===== config.mk =====
export PLATFORM = sky130hd
export DESIGN_NAME = spi_reg_master
export DESIGN_NICKNAME = d
export VERILOG_FILES = /design/src/rtl/spi_reg_master.sv
export SDC_FILE = /design/constraint.sdc
export NUM_CORES = 1
export LEC_CHECK = 0
export BUFFER_PORTS_ARGS = -buffer_cell sky130_fd_sc_hd__buf_4
export CAP_MARGIN = 20
export CORE_ASPECT_RATIO = 0.75
export CORE_MARGIN = 2
export CORE_UTILIZATION = 35
export DETAILED_ROUTE_END_ITERATION = 6
export PLACE_DENSITY = 0.55
export SETUP_SLACK_MARGIN = 0.5
export SYNTH_ARGS = -nofsm -noshare
export SYNTH_HDL_FRONTEND = slang
export SYNTH_SLANG_ARGS = --single-unit

===== constraint.sdc =====
create_clock -name FSM_Clk -period 1.86 [get_ports FSM_Clk]
set_input_delay 0 -clock FSM_Clk [delete_from_list [all_inputs] [get_ports FSM_Clk]]
set_output_delay 0 -clock FSM_Clk [all_outputs]
set_load 0.05 [all_outputs]

===== src/rtl/spi_reg_master.sv =====
// -----------------------------------------------------------------------------
// spi_reg_master
//
// SPI register-access master for the sensor control path. Issues single or
// burst register reads and writes. A frame is one control bit (1 = write,
// 0 = read), an MSB-first address, then N MSB-first data words, where
// N = max(len, 1). SPI_CLK idles low; the master changes SPI_IN on the edge
// that enters the low phase, and samples SPI_OUT on the edge that drives
// SPI_CLK high.
//
// Parameters
//   ADDR_W   address bits per frame
//   DATA_W   bits per data word
//   CLK_DIV  FSM_Clk cycles per SPI_CLK half-period (>= 1)
//   LEN_W    width of the burst length input
//
// Ports
//   FSM_Clk      system clock, all logic on the rising edge
//   rst_n        asynchronous active-low reset
//   start        frame request, sampled only in IDLE
//   rw           1 = write, 0 = read
//   addr         register address
//   len          burst length in words (0 is treated as 1)
//   wdata        write word
//   wdata_ack    one-cycle pulse when wdata is latched
//   rdata        last completed read word
//   rdata_valid  one-cycle pulse when rdata is updated
//   busy         high from the accept edge until the IDLE return edge
//   done         one-cycle pulse at frame end
//   SPI_EN       chip enable, active-high
//   SPI_CLK      serial clock, idle low
//   SPI_IN       serial data to the slave, 0 when not driven
//   SPI_IN_OE    high while the master drives SPI_IN
//   SPI_OUT      serial data from the slave
// -----------------------------------------------------------------------------
module spi_reg_master #(
  parameter int ADDR_W  = 7,
  parameter int DATA_W  = 8,
  parameter int CLK_DIV = 1,
  parameter int LEN_W   = 4
) (
  input  logic              FSM_Clk,
  input  logic              rst_n,
  input  logic              start,
  input  logic              rw,
  input  logic [ADDR_W-1:0] addr,
  input  logic [LEN_W-1:0]  len,
  input  logic [DATA_W-1:0] wdata,
  output logic              wdata_ack,
  output logic [DATA_W-1:0] rdata,
  output logic              rdata_valid,
  output logic              busy,
  output logic              done,
  output logic              SPI_EN,
  output logic              SPI_CLK,
  output logic              SPI_IN,
  output logic              SPI_IN_OE,
  input  logic              SPI_OUT
);

  // Bit counter sized for the longest frame (all-ones len) plus one spare
  // count, so the index never wraps inside a frame.
  localparam int BIT_W = $clog2(1 + ADDR_W + ((1 << LEN_W) - 1) * DATA_W + 1);
  localparam int DIV_W = (CLK_DIV > 1) ? $clog2(CLK_DIV) : 1;
  localparam int WB_W  = (DATA_W > 1) ? $clog2(DATA_W) : 1;

  typedef enum logic [1:0] {
    S_IDLE,
    S_LOW,
    S_HIGH,
    S_TRAIL
  } state_t;

  // Registered state
  state_t              r_state;
  logic [DIV_W-1:0]    r_div_cnt;   // cycles spent in the current half-period
  logic [BIT_W-1:0]    r_bit_idx;   // index of the bit on the wire, 0 = control
  logic [BIT_W-1:0]    r_nb;        // total bits in this frame
  logic                r_rw;
  logic [ADDR_W-1:0]   r_addr_sh;   // address, shifted out MSB first
  logic [DATA_W-1:0]   r_tx_sh;     // write word, shifted out MSB first
  logic [DATA_W-2:0]   r_rx_sh;     // read bits collected so far in this word
  logic [WB_W-1:0]     r_wbit;      // position of the current data bit in its word
  logic                r_spi_en;
  logic                r_spi_clk;
  logic                r_spi_in;
  logic                r_spi_oe;
  logic                r_busy;
  logic                r_done;
  logic                r_wdata_ack;
  logic [DATA_W-1:0]   r_rdata;
  logic                r_rdata_valid;

  // Next-state values
  state_t              w_state_nxt;
  logic [DIV_W-1:0]    w_div_nxt;
  logic [BIT_W-1:0]    w_bit_nxt;
  logic [BIT_W-1:0]    w_nb_nxt;
  logic                w_rw_nxt;
  logic [ADDR_W-1:0]   w_addr_nxt;
  logic [DATA_W-1:0]   w_tx_nxt;
  logic [DATA_W-2:0]   w_rx_nxt;
  logic [WB_W-1:0]     w_wbit_nxt;
  logic                w_en_nxt;
  logic                w_clk_nxt;
  logic                w_in_nxt;
  logic                w_oe_nxt;
  logic                w_busy_nxt;
  logic                w_done_nxt;
  logic                w_ack_nxt;
  logic [DATA_W-1:0]   w_rdata_nxt;
  logic                w_rvalid_nxt;

  // Helpers
  logic [LEN_W-1:0]    w_len_eff;
  logic [BIT_W-1:0]    w_nb;
  logic                w_div_end;
  logic                w_cur_data;
  logic                w_last_bit;
  logic                w_word_end;
  logic                w_reload;
  logic [DATA_W-1:0]   w_tx_src;
  logic [DATA_W-1:0]   w_rx_word;

  assign w_len_eff  = (len == '0) ? LEN_W'(1) : len;
  assign w_nb       = BIT_W'(1 + ADDR_W) + BIT_W'(w_len_eff) * BIT_W'(DATA_W);
  assign w_div_end  = (r_div_cnt == DIV_W'(CLK_DIV - 1));
  assign w_cur_data = (r_bit_idx > BIT_W'(ADDR_W));
  assign w_last_bit = (r_bit_idx == r_nb - BIT_W'(1));
  assign w_word_end = (r_wbit == WB_W'(DATA_W - 1));
  assign w_rx_word  = {r_rx_sh, SPI_OUT};

  // NOTE: every signal written here gets a default before the case, so no
  // path leaves one unassigned and no latch is inferred.
  always_comb begin
    w_state_nxt  = r_state;
    w_div_nxt    = r_div_cnt;
    w_bit_nxt    = r_bit_idx;
    w_nb_nxt     = r_nb;
    w_rw_nxt     = r_rw;
    w_addr_nxt   = r_addr_sh;
    w_tx_nxt     = r_tx_sh;
    w_rx_nxt     = r_rx_sh;
    w_wbit_nxt   = r_wbit;
    w_en_nxt     = r_spi_en;
    w_clk_nxt    = r_spi_clk;
    w_in_nxt     = r_spi_in;
    w_oe_nxt     = r_spi_oe;
    w_busy_nxt   = r_busy;
    w_rdata_nxt  = r_rdata;
    w_done_nxt   = 1'b0;
    w_ack_nxt    = 1'b0;
    w_rvalid_nxt = 1'b0;
    w_reload     = 1'b0;
    w_tx_src     = r_tx_sh;

    unique case (r_state)
      S_IDLE: begin
        if (start) begin
          w_state_nxt = S_LOW;
          w_div_nxt   = '0;
          w_bit_nxt   = '0;
          w_wbit_nxt  = '0;
          w_nb_nxt    = w_nb;
          w_rw_nxt    = rw;
          w_addr_nxt  = addr;
          w_tx_nxt    = rw ? wdata : r_tx_sh;
          w_ack_nxt   = rw;
          w_en_nxt    = 1'b1;
          w_clk_nxt   = 1'b0;
          w_in_nxt    = rw;          // control bit goes out first
          w_oe_nxt    = 1'b1;
          w_busy_nxt  = 1'b1;
        end
      end

      S_LOW: begin
        if (w_div_end) begin
          w_state_nxt = S_HIGH;
          w_div_nxt   = '0;
          w_clk_nxt   = 1'b1;
          // Read data is sampled on the edge that raises SPI_CLK; the
          // completed word is presented in the following cycle.
          if (w_cur_data && !r_rw) begin
            w_rx_nxt = w_rx_word[DATA_W-2:0];
            if (w_word_end) begin
              w_rdata_nxt  = w_rx_word;
              w_rvalid_nxt = 1'b1;
            end
          end
        end else begin
          w_div_nxt = r_div_cnt + DIV_W'(1);
        end
      end

      S_HIGH: begin
        if (w_div_end) begin
          w_div_nxt = '0;
          w_clk_nxt = 1'b0;
          if (w_last_bit) begin
            w_state_nxt = S_TRAIL;
            w_in_nxt    = 1'b0;
            w_oe_nxt    = 1'b0;
          end else begin
            w_state_nxt = S_LOW;
            w_bit_nxt   = r_bit_idx + BIT_W'(1);
            if (r_bit_idx < BIT_W'(ADDR_W)) begin
              // Next bit is an address bit.
              w_in_nxt   = r_addr_sh[ADDR_W-1];
              w_oe_nxt   = 1'b1;
              w_addr_nxt = {r_addr_sh[ADDR_W-2:0], 1'b0};
            end else begin
              // Next bit is a data bit. Word 0 was latched at accept; later
              // words are fetched from wdata as their first bit goes out.
              if (r_bit_idx == BIT_W'(ADDR_W)) begin
                w_wbit_nxt = '0;
              end else if (w_word_end) begin
                w_wbit_nxt = '0;
                w_reload   = r_rw;
              end else begin
                w_wbit_nxt = r_wbit + WB_W'(1);
              end
              w_tx_src = w_reload ? wdata : r_tx_sh;
              if (r_rw) begin
                w_in_nxt  = w_tx_src[DATA_W-1];
                w_oe_nxt  = 1'b1;
                w_tx_nxt  = {w_tx_src[DATA_W-2:0], 1'b0};
                w_ack_nxt = w_reload;
              end else begin
                w_in_nxt = 1'b0;
                w_oe_nxt = 1'b0;
              end
            end
          end
        end else begin
          w_div_nxt = r_div_cnt + DIV_W'(1);
        end
      end

      S_TRAIL: begin
        w_state_nxt = S_IDLE;
        w_en_nxt    = 1'b0;
        w_done_nxt  = 1'b1;
        w_busy_nxt  = 1'b0;
      end

      default: begin
        w_state_nxt = S_IDLE;
      end
    endcase
  end

  // NOTE: all state updates use non-blocking assignments so every register
  // sees the values from before the clock edge. Every register, including
  // the datapath, is cleared by reset: the outputs must read 0 while rst_n
  // is low and an interrupted frame must leave nothing behind.
  always_ff @(posedge FSM_Clk or negedge rst_n) begin
    if (!rst_n) begin
      r_state       <= S_IDLE;
      r_div_cnt     <= '0;
      r_bit_idx     <= '0;
      r_nb          <= '0;
      r_rw          <= 1'b0;
      r_addr_sh     <= '0;
      r_tx_sh       <= '0;
      r_rx_sh       <= '0;
      r_wbit        <= '0;
      r_spi_en      <= 1'b0;
      r_spi_clk     <= 1'b0;
      r_spi_in      <= 1'b0;
      r_spi_oe      <= 1'b0;
      r_busy        <= 1'b0;
      r_done        <= 1'b0;
      r_wdata_ack   <= 1'b0;
      r_rdata       <= '0;
      r_rdata_valid <= 1'b0;
    end else begin
      r_state       <= w_state_nxt;
      r_div_cnt     <= w_div_nxt;
      r_bit_idx     <= w_bit_nxt;
      r_nb          <= w_nb_nxt;
      r_rw          <= w_rw_nxt;
      r_addr_sh     <= w_addr_nxt;
      r_tx_sh       <= w_tx_nxt;
      r_rx_sh       <= w_rx_nxt;
      r_wbit        <= w_wbit_nxt;
      r_spi_en      <= w_en_nxt;
      r_spi_clk     <= w_clk_nxt;
      r_spi_in      <= w_in_nxt;
      r_spi_oe      <= w_oe_nxt;
      r_busy        <= w_busy_nxt;
      r_done        <= w_done_nxt;
      r_wdata_ack   <= w_ack_nxt;
      r_rdata       <= w_rdata_nxt;
      r_rdata_valid <= w_rvalid_nxt;
    end
  end

  assign wdata_ack   = r_wdata_ack;
  assign rdata       = r_rdata;
  assign rdata_valid = r_rdata_valid;
  assign busy        = r_busy;
  assign done        = r_done;
  assign SPI_EN      = r_spi_en;
  assign SPI_CLK     = r_spi_clk;
  assign SPI_IN      = r_spi_in;
  assign SPI_IN_OE   = r_spi_oe;

endmodule


==> impl_metrics.prom <==
# TYPE chip_impl_metric gauge
chip_impl_info{name="outcome",value="finished, violations left"} 1
chip_impl_info{name="failed_checks",value="negative setup slack"} 1
chip_impl_metric{name="vdd_ir_drop_max",unit="uV"} 550
chip_impl_metric{name="preCtsSetupSlack",unit="ns"} -0.156
chip_impl_metric{name="finalHoldViolCount",unit=""} 0
chip_impl_metric{name="routedWlPerCell",unit="um"} 14.7
chip_impl_metric{name="ys_async_sr_fraction",unit=""} 1.00
chip_impl_metric{name="core-area",unit="um2"} 7780
chip_impl_metric{name="cts.clk_slew.worst_paths",unit="ns"} 0.10
chip_impl_metric{name="regToRegSetupSlack",unit="ns"} -0.11
chip_impl_metric{name="worst_slew_pin_slew",unit="ns"} 0.744
chip_impl_metric{name="global_route.overflow_total",unit=""} 0
chip_impl_info{name="rsz_0062_raised_after_global_routing",value="true"} 1
chip_impl_metric{name="floorplan.rows",unit=""} 28
chip_impl_metric{name="drv.max_cap_violation_count",unit=""} 0
chip_impl_info{name="critical_path.cell_chain",value="inv_2 > ha_4 > nand2b_4 > a21o_1 > a31oi_4 > o21ai_1 > buf_4 > or4_1 > a21oi_2"} 1
chip_impl_metric{name="grt_start_max_net_pins",unit=""} 57
chip_impl_metric{name="synthesis.yosys.warnings",unit=""} 0
chip_impl_metric{name="synthDistinctLibCells",unit=""} 47
chip_impl_info{name="min_path_type",value="in2reg"} 1
chip_impl_metric{name="syn-cell-area",unit="um2"} 2770
chip_impl_metric{name="drtIter0Drc",unit=""} 151
chip_impl_metric{name="route.detailed.drc",unit=""} 0
chip_impl_info{name="synthTopCellsByCount",value="sky130_fd_sc_hd__dfrtp_1 (56), sky130_fd_sc_hd__nand2_1 (51), sky130_fd_sc_hd__nor2_1 (17)"} 1
chip_impl_metric{name="fin_ws",unit="ns"} -0.111
chip_impl_info{name="worst_path_max_delay_cell",value="sky130_fd_sc_hd__or4_1"} 1
chip_impl_metric{name="num_antenna_cells",unit=""} 0
chip_impl_metric{name="boundaryPins",unit=""} 40
chip_impl_metric{name="arrival",unit="ns"} 2.23
chip_impl_metric{name="port-buffer-count",unit=""} 39
chip_impl_metric{name="finalMaxSlewViolations",unit=""} 0
chip_impl_metric{name="ys_ff_latch",unit=""} 56
chip_impl_metric{name="clock-skew-final",unit="ns"} 0.00500
chip_impl_metric{name="cellLeakagePower",unit="nW"} 1.94
chip_impl_metric{name="syn_nets",unit=""} 310
chip_impl_metric{name="maximum_root_to_sink_buffer_count",unit=""} 2
chip_impl_metric{name="grt_pass1_vias",unit=""} 2311
chip_impl_metric{name="critical_path.max_stage_delay",unit="ns"} 0.42
chip_impl_metric{name="hpwl",unit="um"} 4580
chip_impl_metric{name="timing.final.crit_share",unit=""} 1.06
chip_impl_metric{name="initial_antenna_violation_count",unit=""} 0
chip_impl_metric{name="place.gp.congestion",unit=""} 0.814
chip_impl_metric{name="htree_levels",unit=""} 2
chip_impl_metric{name="post-layout-total-power",unit="mW"} 4.84
chip_impl_metric{name="final_net_count",unit=""} 411
chip_impl_metric{name="grt_first_pass_wirelength",unit="um"} 11700
chip_impl_metric{name="fp.dieArea",unit="um2"} 8660
chip_impl_metric{name="critical_path_maximum_fanout",unit=""} 6
chip_impl_info{name="critical_path_class",value="reg2reg"} 1
chip_impl_metric{name="die_h",unit="um"} 81.1
chip_impl_metric{name="final_routed_wirelength_across_all_metal_layers",unit="um"} 7190
chip_impl_info{name="ys.flop_type",value="sky130_fd_sc_hd__dfrtp_1"} 1
chip_impl_metric{name="starting_density",unit=""} 0.357
chip_impl_metric{name="setup-tns-final",unit="ns"} -1.24
chip_impl_metric{name="num_vias",unit=""} 2423
chip_impl_metric{name="globalRouteTotalUtil",unit=""} 0.175
chip_impl_metric{name="mean_post_synth_cell_area",unit="um2"} 9.87
chip_impl_info{name="synthTopCellsByArea",value="sky130_fd_sc_hd__dfrtp_1 (51%), sky130_fd_sc_hd__nand2_1 (6.9%), sky130_fd_sc_hd__a31oi_1 (3.4%)"} 1
chip_impl_metric{name="worst-endpoint-required",unit="ns"} 2.11
chip_impl_metric{name="numClockSinks",unit=""} 56
chip_impl_metric{name="timing.final.setup_violations",unit=""} 24
chip_impl_metric{name="syn_inst_count",unit=""} 281
chip_impl_info{name="worst_setup_path_end_kind",value="register"} 1
chip_impl_metric{name="ant_nets",unit=""} 0
chip_impl_metric{name="critical_path.n_buffers_inverters",unit=""} 2
chip_impl_metric{name="max_slew_headroom",unit=""} 0.504
chip_impl_info{name="cts-root-buf",value="sky130_fd_sc_hd__clkbuf_8"} 1
chip_impl_info{name="critPathTopFamily",value="compound AO/OA/AOI/OAI gates"} 1
chip_impl_metric{name="die-width",unit="um"} 107
chip_impl_info{name="netlist.top_cell.by_area",value="sky130_fd_sc_hd__dfrtp_1"} 1
chip_impl_metric{name="synth-seq-area-share",unit=""} 0.505
chip_impl_metric{name="first_pass_iters",unit=""} 4
chip_impl_metric{name="final_layout_size_suffix_gt1_frac",unit=""} 0.399
chip_impl_metric{name="yosysTopAreaCellShare",unit=""} 0.505
chip_impl_info{name="synthMostInstantiatedCell",value="sky130_fd_sc_hd__dfrtp_1"} 1
chip_impl_info{name="tritoncts",value="yes"} 1
chip_impl_metric{name="power.density",unit="nW/um2"} 1180
chip_impl_metric{name="period_minus_slack",unit="ns"} 1.97
chip_impl_metric{name="cts-buffers-inserted",unit=""} 5
chip_impl_metric{name="route.detailed.vias_per_inst",unit=""} 4.97
chip_impl_metric{name="area_added_between_synthesis_and_finish",unit="%"} 47.4
chip_impl_metric{name="fin_area",unit="um2"} 4090
chip_impl_info{name="type_of_element_launching_the_critical_path",value="register"} 1
chip_impl_metric{name="placedInstanceArea",unit="um2"} 3510
chip_impl_metric{name="worst_skew_pair.late_latency",unit="ns"} 0.32
chip_impl_metric{name="number_of_enable_type_register_cells_in_the_synthesized_netlist",unit=""} 0
chip_impl_metric{name="timing.fmax",unit="MHz"} 507
==> per-stage QoR <==
stage	utilization	hold slack, ns	cells
floorplan	-	-0.296	281
global placement	0.452	0.117	448
detailed placement	0.452	0.116	448
CTS	0.512	0.0213	485
global route	0.526	0.0212	488
finish	0.526	0.0320	488
==> logic make-up after synthesis <==
| kind of cell | count (synthesis) | synth area share |
|---|---|---|
| flip-flops | 56 | 0.505 |
| buffers and inverters | 27 | 0.0460 |
| XOR/XNOR | 7 | 0.0221 |
| AND/OR/NAND/NOR | 103 | 0.176 |
| multiplexers | 18 | 0.0690 |
| AO/OA/AOI/OAI | 65 | 0.159 |
| adder cells (fa/ha/maj) | 5 | 0.0226 |
==> final timing paths <==
kind	startpoint	end	depth (start not counted)
setup / recovery	r_nb[4]	r_bit_idx[6]	9
hold / removal	len[1]	r_nb[4]	4
setup reg to reg	r_nb[4]	r_bit_idx[6]	9
hold reg to reg	r_rx_sh[6]	r_rx_sh[6]	2
max in group asynchronous	rst_n	r_state[1]	2
min in group asynchronous	rst_n	r_nb[3]	2
==> repair_timing <==
action,in CTS,in global routing
endpoints found under the hold margin,72,0
cloned,2,0
hold buffers,14,0
resized for setup,30,15
pin swaps,21,14
buffers inserted,13,3
endpoints found under the setup margin,50,50
==> metal layers <==
layer  vias up  routed length [um]  track usage
li1       1187                   -            -
met1      1182                3680        0.266
met2        45                3180        0.254
met3         9                 268       0.0353
met4         0                  69       0.0429
met5         -                   0            0
==> cells in the final DEF, fill, tap and decap left out, types with 4 or more instances in the layout <==
master                          synthesis  final
sky130_fd_sc_hd__a31oi_1               15     13
sky130_fd_sc_hd__o21ai_1                3     10
sky130_fd_sc_hd__o22a_1                 7      7
sky130_fd_sc_hd__nor3_1                 6      4
sky130_fd_sc_hd__mux2_4                 0      8
sky130_fd_sc_hd__nand2_1               51     49
sky130_fd_sc_hd__mux2i_1                9      9
sky130_fd_sc_hd__nand3_1                6      6
sky130_fd_sc_hd__dfrtp_1               56     54
sky130_fd_sc_hd__o21ai_0               16      6
sky130_fd_sc_hd__dlygate4sd3_1          0     14
sky130_fd_sc_hd__clkbuf_8               0      5
sky130_fd_sc_hd__nor2_1                17     17
sky130_fd_sc_hd__o31ai_1                5      4
sky130_fd_sc_hd__buf_6                  2     10
sky130_fd_sc_hd__buf_4                  2     84
sky130_fd_sc_hd__inv_1                  8      6
sky130_fd_sc_hd__ha_1                   5      4
==> sequential cells by signal, summed over array words and instances (netlist names), 2 cells and up <==
register and count:
r_bit_idx 8, r_tx_sh 8, rdata 8, r_addr_sh 7, r_rx_sh 7, r_nb 5, r_wbit 3, r_state 2
==> area by class of cell <==
type,instances,area [um2]
fillers,715,3690
inverters,10,42.5
clock buffers,5,68.8
repair buffers,110,923
well taps,105,131
multi-input cells,199,1500
flip-flops and latches,56,1400
clock inverters,3,22.5
==> power by group <==
part | leakage, nW | switching, mW | internal, mW
registers | 0.703 | 0.283 | 1.57
clock network | 0.0485 | 0.427 | 0.271
logic | 1.19 | 1.17 | 1.11
==> worst register-to-register path, delay by kind of cell (launching register included) <==
kind | cells | cell delay [ns]
compound gates | 4 | 0.57
simple gates | 2 | 0.55
flops | 1 | 0.38
buf+inv | 2 | 0.23
fa+ha+maj | 1 | 0.16
(Power assumes the default switching activity.)
